==> config.mk <==
export PLATFORM = sky130hd
export DESIGN_NAME = spatial_filter_frame_sequencer_flat
export DESIGN_NICKNAME = d
export VERILOG_FILES = /design/src/rtl/spatial_filter_pkg.sv /design/src/rtl/spatial_filter_frame_sequencer_if.sv /design/src/rtl/line_occupancy_counter.sv /design/src/rtl/spatial_filter_frame_sequencer.sv /design/src/flat_wrapper.sv
export SDC_FILE = /design/constraint.sdc
export NUM_CORES = 1
export LEC_CHECK = 0
export BUFFER_PORTS_ARGS = -buffer_cell sky130_fd_sc_hd__buf_2
export CAP_MARGIN = 5
export CORE_MARGIN = 5
export CORE_UTILIZATION = 52
export CTS_CLUSTER_SIZE = 40
export DETAILED_ROUTE_END_ITERATION = 8
export HOLD_SLACK_MARGIN = 0.03
export PLACE_DENSITY = 0.8
export SYNTH_ARGS = -nofsm -noshare
export SYNTH_HDL_FRONTEND = slang
export SYNTH_SLANG_ARGS = --single-unit
export TNS_END_PERCENT = 1
==> constraint.sdc <==
create_clock -name clk -period 3 [get_ports clk]
set_clock_uncertainty 0.15 [all_clocks]
set_input_delay 0.6 -clock clk [delete_from_list [all_inputs] [get_ports clk]]
set_output_delay 0.6 -clock clk [all_outputs]
set_load 0.02 [all_outputs]
==> src/rtl/spatial_filter_pkg.sv <==
// Shared types and constants for the spatial filter frame sequencer.
package spatial_filter_pkg;

  typedef enum logic [1:0] {IDLE, FILL, DRAIN, FLUSH} seq_state_t;

  localparam int unsigned LB_WINDOW_LINES = 3;
  localparam int unsigned LB_COUNT        = 4;

endpackage

==> src/rtl/spatial_filter_frame_sequencer_if.sv <==
// Valid/ready pixel stream with start-of-frame marker.
interface spatial_filter_frame_sequencer_if;

  logic [7:0] s_tdata;
  logic       s_tvalid;
  logic       s_tuser;
  logic       s_tready;

  modport master (output s_tdata, output s_tvalid, output s_tuser, input s_tready);
  modport slave  (input s_tdata, input s_tvalid, input s_tuser, output s_tready);

endinterface

==> src/rtl/line_occupancy_counter.sv <==
// Count of complete-but-unread lines held in the downstream line buffers.
module line_occupancy_counter
  import spatial_filter_pkg::*;
#(
  parameter int unsigned Capacity = LB_COUNT
) (
  input  logic clk,
  input  logic reset,
  input  logic clear,
  input  logic inc,
  input  logic dec,
  output logic full
);

  logic [2:0] count_d, count_q;

  // A simultaneous write-completion and read-out cancel; reads of an empty set are dropped.
  always_comb begin
    count_d = count_q;
    if (clear) begin
      count_d = '0;
    end else if (inc && !dec) begin
      if (count_q != 3'(Capacity)) count_d = count_q + 3'd1;
    end else if (dec && !inc) begin
      if (count_q != '0) count_d = count_q - 3'd1;
    end
  end

  always_ff @(posedge clk or posedge reset) begin
    if (reset) count_q <= '0;
    else       count_q <= count_d;
  end

  assign full = (count_q == 3'(Capacity));

endmodule

==> src/rtl/spatial_filter_frame_sequencer.sv <==
// Gates a pixel stream into the line buffers so unread rows are never overwritten,
// tracks window rows read out, flushes the buffers and flags framing errors.
module spatial_filter_frame_sequencer
  import spatial_filter_pkg::*;
#(
  parameter int unsigned IMAGE_WIDTH      = 512,
  parameter int unsigned IMAGE_HEIGHT     = 512,
  parameter int unsigned NUM_LINE_BUFFERS = 4
) (
  input  logic                                   clk,
  input  logic                                   reset,
  input  logic                                   i_start,
  spatial_filter_frame_sequencer_if.slave        s_axis,
  output logic [7:0]                             o_pixel_data,
  output logic                                   o_pixel_data_valid,
  input  logic                                   i_line_done,
  output logic                                   o_lb_reset_n,
  output logic                                   o_busy,
  output logic                                   o_frame_done,
  output logic                                   o_sof_error
);

  localparam int unsigned ColW = $clog2(IMAGE_WIDTH);
  localparam int unsigned RowW = $clog2(IMAGE_HEIGHT + 1);
  localparam logic [ColW-1:0] ColLast = ColW'(IMAGE_WIDTH - 1);
  localparam logic [RowW-1:0] RowLast = RowW'(IMAGE_HEIGHT - 1);
  localparam logic [RowW-1:0] OutMax  = RowW'(IMAGE_HEIGHT);
  // Each window row consumes LB_WINDOW_LINES input lines, so fewer rows come out than go in.
  localparam logic [RowW-1:0] DrainTarget = RowW'(IMAGE_HEIGHT - (LB_WINDOW_LINES - 1));

  seq_state_t      state_d, state_q;
  logic [ColW-1:0] col_d, col_q;
  logic [RowW-1:0] row_d, row_q;
  logic [RowW-1:0] out_d, out_q;
  logic            sof_err_d, sof_err_q;
  logic            full, ready, accept, line_complete, start_frame;

  assign start_frame   = (state_q == IDLE) && i_start;
  assign accept        = s_axis.s_tvalid && ready;
  assign line_complete = accept && (col_q == ColLast);

  line_occupancy_counter #(
    .Capacity (NUM_LINE_BUFFERS)
  ) u_occupancy (
    .clk   (clk),
    .reset (reset),
    .clear (start_frame),
    .inc   (line_complete),
    .dec   (i_line_done),
    .full  (full)
  );

  always_ff @(posedge clk or posedge reset) begin
    if (reset) state_q <= IDLE;
    else       state_q <= state_d;
  end

  always_comb begin
    state_d = state_q;
    unique case (state_q)
      IDLE:    if (i_start) state_d = FILL;
      FILL:    if (line_complete && (row_q == RowLast)) state_d = DRAIN;
      DRAIN:   if (out_d >= DrainTarget) state_d = FLUSH;
      FLUSH:   state_d = IDLE;
      default: state_d = IDLE;
    endcase
  end

  always_comb begin
    ready        = (state_q == FILL) && !full;
    o_busy       = (state_q != IDLE);
    o_frame_done = (state_q == FLUSH);
    o_lb_reset_n = !(reset || (state_q == FLUSH));
  end

  assign s_axis.s_tready    = ready;
  assign o_pixel_data       = s_axis.s_tdata;
  assign o_pixel_data_valid = accept;
  assign o_sof_error        = sof_err_q;

  always_comb begin
    col_d     = col_q;
    row_d     = row_q;
    out_d     = out_q;
    sof_err_d = sof_err_q;
    if (start_frame) begin
      col_d     = '0;
      row_d     = '0;
      out_d     = '0;
      sof_err_d = 1'b0;
    end else begin
      if (accept) begin
        // The marker must be present on pixel (0,0) and nowhere else.
        if (s_axis.s_tuser != ((row_q == '0) && (col_q == '0))) sof_err_d = 1'b1;
        if (line_complete) begin
          col_d = '0;
          row_d = row_q + 1'b1;
        end else begin
          col_d = col_q + 1'b1;
        end
      end
      if (i_line_done && ((state_q == FILL) || (state_q == DRAIN)) && (out_q != OutMax)) begin
        out_d = out_q + 1'b1;
      end
    end
  end

  always_ff @(posedge clk or posedge reset) begin
    if (reset) begin
      col_q     <= '0;
      row_q     <= '0;
      out_q     <= '0;
      sof_err_q <= 1'b0;
    end else begin
      col_q     <= col_d;
      row_q     <= row_d;
      out_q     <= out_d;
      sof_err_q <= sof_err_d;
    end
  end

endmodule

==> src/flat_wrapper.sv <==
// flat-port wrapper written by rule: the top's interface ports become plain ports
module spatial_filter_frame_sequencer_flat import spatial_filter_pkg::*;
#(
  parameter int unsigned IMAGE_WIDTH      = 512,
  parameter int unsigned IMAGE_HEIGHT     = 512,
  parameter int unsigned NUM_LINE_BUFFERS = 4
)
  (clk, reset, i_start, o_pixel_data, o_pixel_data_valid, i_line_done, o_lb_reset_n, o_busy, o_frame_done, o_sof_error, s_axis_s_tdata, s_axis_s_tvalid, s_axis_s_tuser, s_axis_s_tready);
  spatial_filter_frame_sequencer_if s_axis_i ();
  input  logic clk;
  input  logic reset;
  input  logic i_start;
  output logic [7:0] o_pixel_data;
  output logic o_pixel_data_valid;
  input  logic i_line_done;
  output logic o_lb_reset_n;
  output logic o_busy;
  output logic o_frame_done;
  output logic o_sof_error;
  input wire logic [$bits(s_axis_i.s_tdata)-1:0] s_axis_s_tdata;
  input wire logic [$bits(s_axis_i.s_tvalid)-1:0] s_axis_s_tvalid;
  input wire logic [$bits(s_axis_i.s_tuser)-1:0] s_axis_s_tuser;
  output wire logic [$bits(s_axis_i.s_tready)-1:0] s_axis_s_tready;
  assign s_axis_i.s_tdata = s_axis_s_tdata;
  assign s_axis_i.s_tvalid = s_axis_s_tvalid;
  assign s_axis_i.s_tuser = s_axis_s_tuser;
  assign s_axis_s_tready = s_axis_i.s_tready;
  spatial_filter_frame_sequencer #(.IMAGE_WIDTH(IMAGE_WIDTH), .IMAGE_HEIGHT(IMAGE_HEIGHT), .NUM_LINE_BUFFERS(NUM_LINE_BUFFERS)) u_core (.clk(clk), .reset(reset), .i_start(i_start), .s_axis(s_axis_i), .o_pixel_data(o_pixel_data), .o_pixel_data_valid(o_pixel_data_valid), .i_line_done(i_line_done), .o_lb_reset_n(o_lb_reset_n), .o_busy(o_busy), .o_frame_done(o_frame_done), .o_sof_error(o_sof_error));
endmodule
==> results.sh, run 1 <==
export IMPL_worstSetupPathType="reg2reg"
export IMPL_max_stage_delay_ns=0.42
export IMPL_io_buffers=11
export IMPL_timing_rr_start="u_core.col_q[0]$_DFFE_PP0P_"
export IMPL_ys_types=41
export IMPL_root_buffer="clkbuf_8"
export IMPL_synth_async_reset_ratio_pct=100.0
export IMPL_min_period_over_period_pct=95.80
export IMPL_numCtsBuffers=5
export IMPL_grt_pass1_vias=1629
export IMPL_fmax_mhz=347.9
export IMPL_clock_latency_ns=0.28
export IMPL_yosysSeqAreaShare_pct=40.18
export IMPL_totalWireLength_um=4203
export IMPL_crit_path_end_kind="flop"
export IMPL_ant_nets=0
export IMPL_worst_path_max_fanout=5
export IMPL_drtPass1Iterations=4
export IMPL_fin_cells=295
export IMPL_hold_class="in2async"
export IMPL_coreArea_sq_mm=0.004029
export IMPL_detailedPlace_worstSlack_ns=0.07076
export IMPL_fin_crit_ns=2.874
export IMPL_netlist_instances=237
export IMPL_switchingPower_uw=603.6
export IMPL_ioPinCount=28
export IMPL_netlist_area_sq_mm=0.002180
export IMPL_setup_ws_ns=0.1259
export IMPL_pwr_share_comb_pct=39.6
export IMPL_p_int_uw=965.7
export IMPL_synth_simple_area_share_pct=25.09
export IMPL_arrival_ns=2.87
export IMPL_grt_pass1_wl_um=7224
export IMPL_seqPwrFrac_pct=40.6
export IMPL_hold_buffers=0
export IMPL_hold_viol_final=0
export IMPL_clock_sinks=35
export IMPL_via_count=1669
export IMPL_tightestPinTransition_ns=0.5937
export IMPL_start_kind="flop"
export IMPL_synth_warnings=0
export IMPL_crit_chain="ha_2, and3_4, and3_4, and3_1, ha_2, and4_4, ha_4, fa_2, xor2_1, nand2_1, xor2_1, nor2_1"
export IMPL_htree_levels=2
export IMPL_synth_nets=265
export IMPL_diodes=0
export IMPL_track_usage_pct=16.90
export IMPL_drive_above_1_share_pct=16.33
export IMPL_place_inst=286
export IMPL_fin_total_pwr_mw=1.569
export IMPL_switching_share_pct=38.46
export IMPL_final_nets=274
export IMPL_ys_flop_type="dfrtp_1"
export IMPL_initial_utilization_pct=54.10
export IMPL_grt_max_degree=36
export IMPL_cts_buffer_depth=2
export IMPL_synth_top_area_share_pct=40.18
export IMPL_rows=23
export IMPL_irDropWorstVdd_uv=500.5
export IMPL_synth_mux_area_share_pct=1.607
export IMPL_drt_iter0_markers=168
export IMPL_synth_xor_area_share_pct=8.439
export IMPL_cap_violations=0
export IMPL_routedWlPerCell_um=14.25
export IMPL_p_leak_nw=1.099
export IMPL_syn_area_per_cell_sq_um=9.197
export IMPL_grt_antenna_before_repair=0
export IMPL_hpwl_um=2941
export IMPL_status="finished, final reports clean"
export IMPL_clk_pin_slew_ns=0.06
export IMPL_grt_overflow=0
export IMPL_nFillCells=360
export IMPL_synth_compound_area_share_pct=8.840
export IMPL_ys_ff_latch=35
export IMPL_slew_violations=0
export IMPL_place_congestion=0.8071
export IMPL_viasPerCell=5.658
export IMPL_synth_area_leaders="dfrtp_1 (40%), ha_1 (7.5%), nor2_1 (6.0%)"
export IMPL_timing_slew_headroom_pct=60.42
export IMPL_clkPwrFrac_pct=19.8
export IMPL_die_w_um=74.74
export IMPL_syn2layout_area_growth_pct=7.635
export IMPL_synthAdderAreaFrac_pct=8.381
export IMPL_power_density_mw_per_mm2=668.9
export IMPL_synth_edf_count=0
export IMPL_startpoint="u_core.col_q[0]$_DFFE_PP0P_"
export IMPL_crit_buf_inv=0
export IMPL_cp_data_required_time_ns=3.00
export IMPL_finalSetupViolations=0
export IMPL_fp_dieH_um=74.74
export IMPL_critPathSlowestCell="dfrtp_1"
export IMPL_die_area_sq_mm=0.005586
export IMPL_synth_top_cell_by_area="dfrtp_1"
export IMPL_route_detailed_drc=0
export IMPL_layout_common_cells="nor2_1 (35), dfrtp_1 (35), inv_1 (15)"
export IMPL_cp_top_family="adder cells"
export IMPL_synth_top_family_by_area="simple AND/OR/NAND/NOR gates"
export IMPL_whs_ns=0.2676
export IMPL_cts_tree="done"
-- cell usage after synthesis, types with 5 or more instances --
library cell,count
ha_1,13
and3_1,6
dfrtp_1,35
xor2_1,14
a21oi_1,14
xnor2_1,7
buf_4,8
o21ai_0,10
nor2_1,35
inv_1,15
nor3b_1,6
nand4_1,6
nand2_1,13
clkbuf_1,5
nand3_1,9
-- cell families (layout without fill, tap and decap cells) --
logic type      after synthesis  count (layout)
fa+ha+maj                    14              14
compound gates               31              31
xor+xnor                     21              21
flops                        35              35
simple gates                102             102
mux                           3               3
buf+inv                      31              39
-- area by class of cell --
cell class | instances | area, sq um | share of cell area (%)
clock buffers | 6 | 72.57 | 3.093
well taps | 50 | 62.56 | 2.667
repair buffers | 18 | 107.6 | 4.587
multi-input cells | 171 | 1171 | 49.92
inverters | 15 | 56.30 | 2.400
flip-flops and latches | 35 | 875.8 | 37.33
-- sequential cells by signal, summed over array words and instances, names as in the netlist --
signal and cells:
u_core.col_q 9, u_core.o_sof_error 1, u_core.out_q 10, u_core.row_q 10, u_core.state_q 2, u_core.u_occupancy.count_q 3
-- worst min-delay path: cells and delay by family --
family | cells | cell delay (ns)
buffers and inverters | 3 | 0.53
-- power by group through the flow --
stage | clock, mW | sequential (mW) | combinational (mW)
6_report | 0.311 | 0.636 | 0.621
5_1_grt | 0.339 | 0.653 | 0.713
2_1_floorplan | 0 | 0.620 | 0.519
3_3_place_gp | 0 | 0.640 | 0.598
3_5_place_dp | 0 | 0.643 | 0.611
4_1_cts | 0.323 | 0.634 | 0.616
-- through the flow --
step | area (sq um) | TNS, ns | utilization (%)
after floorplan | 2205 | 0 | -
after global placement | 2236 | 0 | 55.50
after detailed placement | 2236 | 0 | 55.50
after CTS | 2308 | 0 | 57.30
after global routing | 2346 | -0.04122 | 58.23
final | 2346 | 0 | 58.23
-- final timing paths --
check                           slack [ns]  depth (start not counted)                                        end
worst max-delay path                  0.13                         12  u_core.u_occupancy.count_q[2]$_DFFE_PP0P_
worst min-delay path                  0.27                          3  u_core.u_occupancy.count_q[2]$_DFFE_PP0P_
worst max register to register        0.13                         12  u_core.u_occupancy.count_q[2]$_DFFE_PP0P_
worst min register to register        0.36                          2             u_core.o_sof_error$_DFFE_PP0P_
max in group asynchronous             2.11                          3                u_core.row_q[9]$_DFFE_PP0P_
min in group clk                      0.36                          2             u_core.o_sof_error$_DFFE_PP0P_
-- metal layers --
metal / wire, um / track usage, % / vias up
li1: - / - / 818
met1: 1915 / 21.77 / 795
met2: 1982 / 27.32 / 50
met3: 251 / 5.073 / 6
met4: 54 / 5.534 / 0
met5: 0 / 0 / -
-- what timing repair did --
item,in CTS,in global routing
hold endpoints to repair,0,0
buffers inserted,0,3
setup endpoints to repair,0,2
gates resized for setup,0,4
(Power assumes the default switching activity.)
==> run 2: changes to the inputs <==
==> constraint.sdc (replaced) <==
create_clock -name clk -period 3 [get_ports clk]
set_clock_uncertainty 0.15 [all_clocks]
set_input_delay 0.45 -clock clk [delete_from_list [all_inputs] [get_ports clk]]
set_output_delay 0.45 -clock clk [all_outputs]
set_load 0.02 [all_outputs]
==> run 2 against run 1 <==
Compared with the run above:
- die area is the same
- non-clock buffer count shrank 1
- power is 1.2% higher
- design area unchanged
- via count fell by 2.2%
- flip-flop and latch count stayed put
- cell count grew 0.34%
- critical path type unchanged
- count of clock-buffer cells in the layout stayed put
==> results.sh, run 2 (synthesis results as in run 1) <==
export IMPL_tightestPinTransition_ns=0.8106
export IMPL_via_count=1633
export IMPL_startpoint="u_core.col_q[0]$_DFFE_PP0P_"
export IMPL_io_buffers=11
export IMPL_finalSetupViolations=0
export IMPL_switchingPower_uw=617.2
export IMPL_routedWlPerCell_um=13.80
export IMPL_reg2reg_depth=12
export IMPL_rows=23
export IMPL_reg2reg_slack_ns=0.18
export IMPL_die_area_sq_mm=0.005586
export IMPL_clock_latency_ns=0.29
export IMPL_clock_sinks=35
export IMPL_status="finished, final reports clean"
export IMPL_nFillCells=366
export IMPL_route_detailed_drc=0
export IMPL_hold_viol_final=0
export IMPL_timing_slew_headroom_pct=45.90
export IMPL_place_congestion=0.8409
export IMPL_worstSetupPathType="reg2reg"
export IMPL_clk_pin_slew_ns=0.07
export IMPL_r2r_end="u_core.u_occupancy.count_q[2]$_DFFE_PP0P_"
export IMPL_min_period_over_period_pct=94.06
export IMPL_root_buffer="clkbuf_8"
export IMPL_ant_nets=0
export IMPL_crit_end="u_core.u_occupancy.count_q[2]$_DFFE_PP0P_"
export IMPL_place_area_sq_mm=0.002243
export IMPL_die_w_um=74.74
export IMPL_drtPass1Iterations=4
export IMPL_diodes=0
export IMPL_fmax_mhz=354.4
export IMPL_crit_path_end_kind="flop"
export IMPL_fin_setup_tns_ns=0
export IMPL_reg_top3="u_core.out_q: 10 flops, u_core.row_q: 10 flops, u_core.col_q: 9 flops"
export IMPL_cts_tree="done"
export IMPL_grt_overflow=0
export IMPL_drive_above_1_share_pct=16.26
export IMPL_grt_max_degree=22
export IMPL_numCtsBuffers=5
export IMPL_cp_data_required_time_ns=3.00
export IMPL_timing_rr_start="u_core.col_q[0]$_DFFE_PP0P_"
export IMPL_coreArea_sq_mm=0.004029
export IMPL_stdcell_area_sq_mm=0.002346
export IMPL_hold_buffers=0
export IMPL_pwr_share_comb_pct=39.2
export IMPL_irDropWorstVdd_uv=588.8
export IMPL_seqPwrFrac_pct=39.7
export IMPL_ioPinCount=28
export IMPL_clkPwrFrac_pct=21.1
export IMPL_track_usage_pct=16.73
export IMPL_grt_pass1_vias=1602
export IMPL_drt_iter0_markers=122
export IMPL_initial_utilization_pct=54.10
export IMPL_whs_ns=0.1667
export IMPL_slew_violations=0
export IMPL_cap_violations=0
export IMPL_hpwl_um=2968
export IMPL_arrival_ns=2.83
export IMPL_power_density_mw_per_mm2=677.2
export IMPL_p_int_uw=971.6
export IMPL_htree_levels=2
export IMPL_layout_common_cells="nor2_1 (35), dfrtp_1 (35), inv_1 (15)"
export IMPL_cts_buffer_depth=2
export IMPL_final_nets=273
export IMPL_grt_antenna_before_repair=0
export IMPL_worst_path_max_fanout=4
export IMPL_grt_pass1_wl_um=7141
export IMPL_fp_dieH_um=74.74
export IMPL_hold_class="in2async"
export IMPL_viasPerCell=5.517
export IMPL_p_leak_nw=1.099
export IMPL_syn2layout_area_growth_pct=7.635
export IMPL_totalWireLength_um=4084
export IMPL_start_kind="flop"
export IMPL_switching_share_pct=38.85
export IMPL_fin_crit_ns=2.822
-- run 2: how the worst min path moves through the flow --
stage,end,slack [ns],cells after the start
after floorplan,u_core.col_q[8]$_DFFE_PP0P_,0.36,2
after global placement,u_core.o_sof_error$_DFFE_PP0P_,0.32,2
after detailed placement,u_core.o_sof_error$_DFFE_PP0P_,0.36,2
after CTS,u_core.u_occupancy.count_q[0]$_DFFE_PP0P_,0.20,2
after global routing,u_core.state_q[0]$_DFFE_PP0P_,0.23,2
final,u_core.state_q[0]$_DFFE_PP0P_,0.17,2
-- run 2: cell type report --
type	count	area, sq um	area share [%]
flip-flops and latches	35	875.8	37.33
clock inverters	2	12.51	0.5333
repair buffers	17	100.1	4.267
multi-input cells	171	1166	49.71
well taps	50	62.56	2.667
inverters	15	56.30	2.400
clock buffers	6	72.57	3.093
-- run 2: worst max-delay path: stages, from the launching register on --
cell	delay (ns)
dfrtp_1	0.41
ha_2	0.19
and3_1	0.20
and3_4	0.19
and3_1	0.18
ha_2	0.18
and4_4	0.19
ha_4	0.18
fa_2	0.38
xor2_1	0.15
nand2_1	0.08
xor2_1	0.16
nor2_1	0.05
-- run 2: through the flow --
stage	power, mW	utilization, %	setup WS [ns]	std cells
6_report	1.589	58.23	0.1781	296
2_1_floorplan	1.139	-	0.01189	237
5_1_grt	1.714	58.23	-0.004399	296
3_3_place_gp	1.241	55.68	0.1723	287
3_5_place_dp	1.255	55.68	0.1175	287
4_1_cts	1.597	57.79	0.1020	295
-- run 2: power by group through the flow --
stage / registers [mW] / clock network [mW] / logic (mW)
6_report: 0.631 / 0.335 / 0.623
3_5_place_dp: 0.641 / 0 / 0.613
3_3_place_gp: 0.639 / 0 / 0.602
5_1_grt: 0.646 / 0.366 / 0.703
4_1_cts: 0.632 / 0.345 / 0.620
2_1_floorplan: 0.620 / 0 / 0.519
-- run 2: layer usage --
| metal | GRT usage [%] | wire [um] |
|---|---|---|
| met1 | 22.71 | 1937 |
| met2 | 25.46 | 1868 |
| met4 | 7.312 | 65 |
| met5 | 0 | 0 |
| met3 | 4.139 | 211 |
-- run 2: timing repair --
item	in CTS	in global routing
setup endpoints to repair	0	1
buffers inserted	0	1
gates resized for setup	0	3
==> run 3: changes to the inputs <==
SYNTH_HIERARCHICAL = 1   (was default)
==> run 3 against run 2 <==
Compared with the run above:
- flip-flop and latch count did not move
- critical path depth fell by 1
- hold slack improved by 0.21 ns
- area after synthesis fell by 0.17%
- global-route usage rose by 1.8 points
- clock power rose by 51%
- cell count rose by 4.1%
- combinational power rose by 22%
- critical path type unchanged
- critical endpoint is now u_core/state_q[1]$_DFFE_PP0P_
- largest power group is now combinational cells
==> results.sh, run 3 <==
export IMPL_status="finished, final reports clean"
export IMPL_syn_area_per_cell_sq_um=9.066
export IMPL_synth_compound_area_share_pct=11.16
export IMPL_final_common_cell="nor2_1"
export IMPL_coreArea_sq_mm=0.004029
export IMPL_synthTopCellsByCount="nor2_1 (39), dfrtp_1 (35), a21oi_1 (15), inv_1 (15), nand2_1 (14)"
export IMPL_startpoint="u_core/col_q[1]$_DFFE_PP0P_"
export IMPL_clock_latency_ns=0.29
export IMPL_grt_pass1_vias=1723
export IMPL_start_kind="flop"
export IMPL_synth_area_leaders="dfrtp_1 (40%), ha_1 (6.9%), nor2_1 (6.7%)"
export IMPL_cp_data_required_time_ns=3.03
export IMPL_synth_warnings=6
export IMPL_hpwl_um=3221
export IMPL_irDropWorstVdd_uv=438.0
export IMPL_final_nets=284
export IMPL_finalSetupViolations=0
export IMPL_synth_nets=267
export IMPL_root_buffer="clkbuf_8"
export IMPL_layout_common_cells="nor2_1 (39), dfrtp_1 (35), inv_1 (15), a21oi_1 (15)"
export IMPL_cts_buffer_depth=2
export IMPL_fin_total_pwr_mw=1.879
export IMPL_synth_top_area_share_pct=40.25
export IMPL_diodes=0
export IMPL_synth_xor_area_share_pct=7.648
export IMPL_tightestPinTransition_ns=0.5084
export IMPL_synth_async_reset_ratio_pct=100.0
export IMPL_initial_utilization_pct=54.01
export IMPL_fin_cells=308
export IMPL_worstSetupPathType="reg2reg"
export IMPL_ant_nets=0
export IMPL_grt_antenna_before_repair=0
export IMPL_reg2reg_slack_ns=0.05
export IMPL_place_inst=298
export IMPL_die_w_um=74.69
export IMPL_synth_simple_area_share_pct=25.30
export IMPL_ys_ff_latch=35
export IMPL_fp_dieH_um=74.69
export IMPL_min_period_over_period_pct=98.40
export IMPL_synth_top_family_by_area="simple AND/OR/NAND/NOR gates"
export IMPL_synthAdderAreaFrac_pct=7.821
export IMPL_place_area_sq_mm=0.002296
export IMPL_stdcell_area_sq_mm=0.002526
export IMPL_numCtsBuffers=5
export IMPL_synth_edf_count=0
export IMPL_rsz0062_at_grt="true"
export IMPL_cap_violations=0
export IMPL_power_density_mw_per_mm2=743.8
export IMPL_clk_pin_slew_ns=0.08
export IMPL_p_leak_nw=1.244
export IMPL_netlist_instances=240
export IMPL_hold_viol_final=0
export IMPL_grt_overflow=0
export IMPL_drive_above_1_share_pct=20.16
export IMPL_viasPerCell=5.630
export IMPL_ys_types=48
export IMPL_htree_levels=2
export IMPL_totalWireLength_um=4507
export IMPL_reg2reg_depth=11
export IMPL_crit_path_end_kind="flop"
export IMPL_clock_sinks=35
export IMPL_fin_crit_ns=2.952
export IMPL_reg_top3="u_core/out_q: 10 flops, u_core/row_q: 10 flops, u_core/col_q: 9 flops"
export IMPL_via_count=1734
export IMPL_worst_path_max_fanout=3
export IMPL_whs_ns=0.3735
export IMPL_netlist_area_sq_mm=0.002176
export IMPL_arrival_ns=2.98
export IMPL_rows=23
export IMPL_crit_end="u_core/state_q[1]$_DFFE_PP0P_"
export IMPL_io_buffers=11
export IMPL_yosysSeqAreaShare_pct=40.25
export IMPL_ys_flop_type="dfrtp_1"
export IMPL_place_congestion=0.8672
export IMPL_hold_class="in2reg"
export IMPL_die_area_sq_mm=0.005578
export IMPL_syn2layout_area_growth_pct=16.10
export IMPL_fmax_mhz=338.8
export IMPL_drtPass1Iterations=4
export IMPL_routedWlPerCell_um=14.63
export IMPL_timing_slew_headroom_pct=65.79
export IMPL_grt_max_degree=33
export IMPL_track_usage_pct=18.49
export IMPL_drt_iter0_markers=141
export IMPL_synth_mux_area_share_pct=0.9776
export IMPL_ioPinCount=28
export IMPL_yosysMostFrequentCell="nor2_1"
export IMPL_slew_violations=0
export IMPL_grt_pass1_wl_um=7872
export IMPL_synth_top_cell_by_area="dfrtp_1"
export IMPL_route_detailed_drc=0
export IMPL_cts_tree="done"
export IMPL_r2r_end="u_core/state_q[1]$_DFFE_PP0P_"
export IMPL_timing_rr_start="u_core/col_q[1]$_DFFE_PP0P_"
==> run 3: cell count changes after synthesis, moves of 3 or more <==
| cell | delta |
|---|---|
| nor4b_1 | +3 |
| nand3b_1 | +4 |
| xor2_1 | -4 |
| nor3b_1 | -3 |
| nor2_1 | +4 |
| nand3_1 | -3 |
| and4_1 | -4 |
| and3_1 | +4 |
==> run 3: area by class of cell <==
type | count | area [sq um]
timing repair buffer | 25 | 162.7
sequential | 35 | 875.8
tap | 50 | 62.56
clock inverter | 2 | 60.06
fill | 341 | 1503
clock buffer | 6 | 72.57
inverter | 16 | 61.31
multi-input combinational | 174 | 1231
==> run 3: power breakdown <==
part / leakage, nW / internal, mW / switching (mW) / total [mW]
logic: 0.705 / 0.346 / 0.418 / 0.763
registers: 0.474 / 0.545 / 0.0654 / 0.610
clock network: 0.0654 / 0.332 / 0.173 / 0.505
==> run 3: per-stage QoR <==
| step | TNS (ns) | setup WS, ns | util [%] |
|---|---|---|---|
| detailed placement | -0.003399 | -0.003399 | 56.99 |
| CTS | 0 | 0.0006546 | 61.12 |
| floorplan | 0 | 0.07045 | - |
| global placement | 0 | 0.03099 | 56.99 |
| global route | -0.06576 | -0.05247 | 62.70 |
| finish | 0 | 0.04806 | 62.70 |
==> run 3: critical path, cell delays in order (launching register included) <==
cell and delay, ns:
dfrtp_1 0.35, ha_2 0.18, and3_4 0.19, and3_4 0.19, and3_4 0.19, ha_4 0.14, nand2_4 0.05, nor3_4 0.21
a31oi_2 0.13, or3_4 0.39, o41ai_4 0.35, mux2_4 0.33
==> run 3: worst min-delay path by stage <==
| stage | end | depth (start not counted) | slack [ns] | start |
|---|---|---|---|---|
| 2_1_floorplan | u_core/u_occupancy/count_q[0]$_DFFE_PP0P_ | 1 | 0.05 | reset |
| 3_3_place_gp | u_core/u_occupancy/count_q[1]$_DFFE_PP0P_ | 2 | 0.19 | reset |
| 3_5_place_dp | u_core/u_occupancy/count_q[1]$_DFFE_PP0P_ | 2 | 0.19 | reset |
| 4_1_cts | u_core/o_sof_error$_DFFE_PP0P_ | 4 | 0.37 | s_axis_s_tuser |
| 5_1_grt | u_core/o_sof_error$_DFFE_PP0P_ | 4 | 0.39 | s_axis_s_tuser |
| 6_report | u_core/o_sof_error$_DFFE_PP0P_ | 4 | 0.37 | s_axis_s_tuser |
==> run 3: per-layer routing <==
metal	vias to the layer above	share of wire, %	wire length [um]	global-route usage [%]
li1	845	-	-	-
met1	845	43	1926	21.83
met2	30	51	2296	32.10
met3	14	3.6	162	4.940
met4	0	2.7	123	7.115
met5	-	0	0	0
==> run 3: kinds of logic (layout without fill, tap and decap cells) <==
family                     after synthesis  after routing
xor gates and xnor gates                19             19
AOI/OAI and AO/OA                       36             36
buffers and inverters                   31             49
muxes                                    2              2
DFF                                     35             35
adders and majority gates               13             13
and+or+nand+nor                        104            104
==> run 3: timing repair <==
action                                  4_1_cts  5_1_grt
resized for setup                             6        9
pin swaps                                     4        6
endpoints found under the hold margin         3        0
hold buffers                                  1        0
buffers inserted                              0        1
endpoints found under the setup margin        2        3
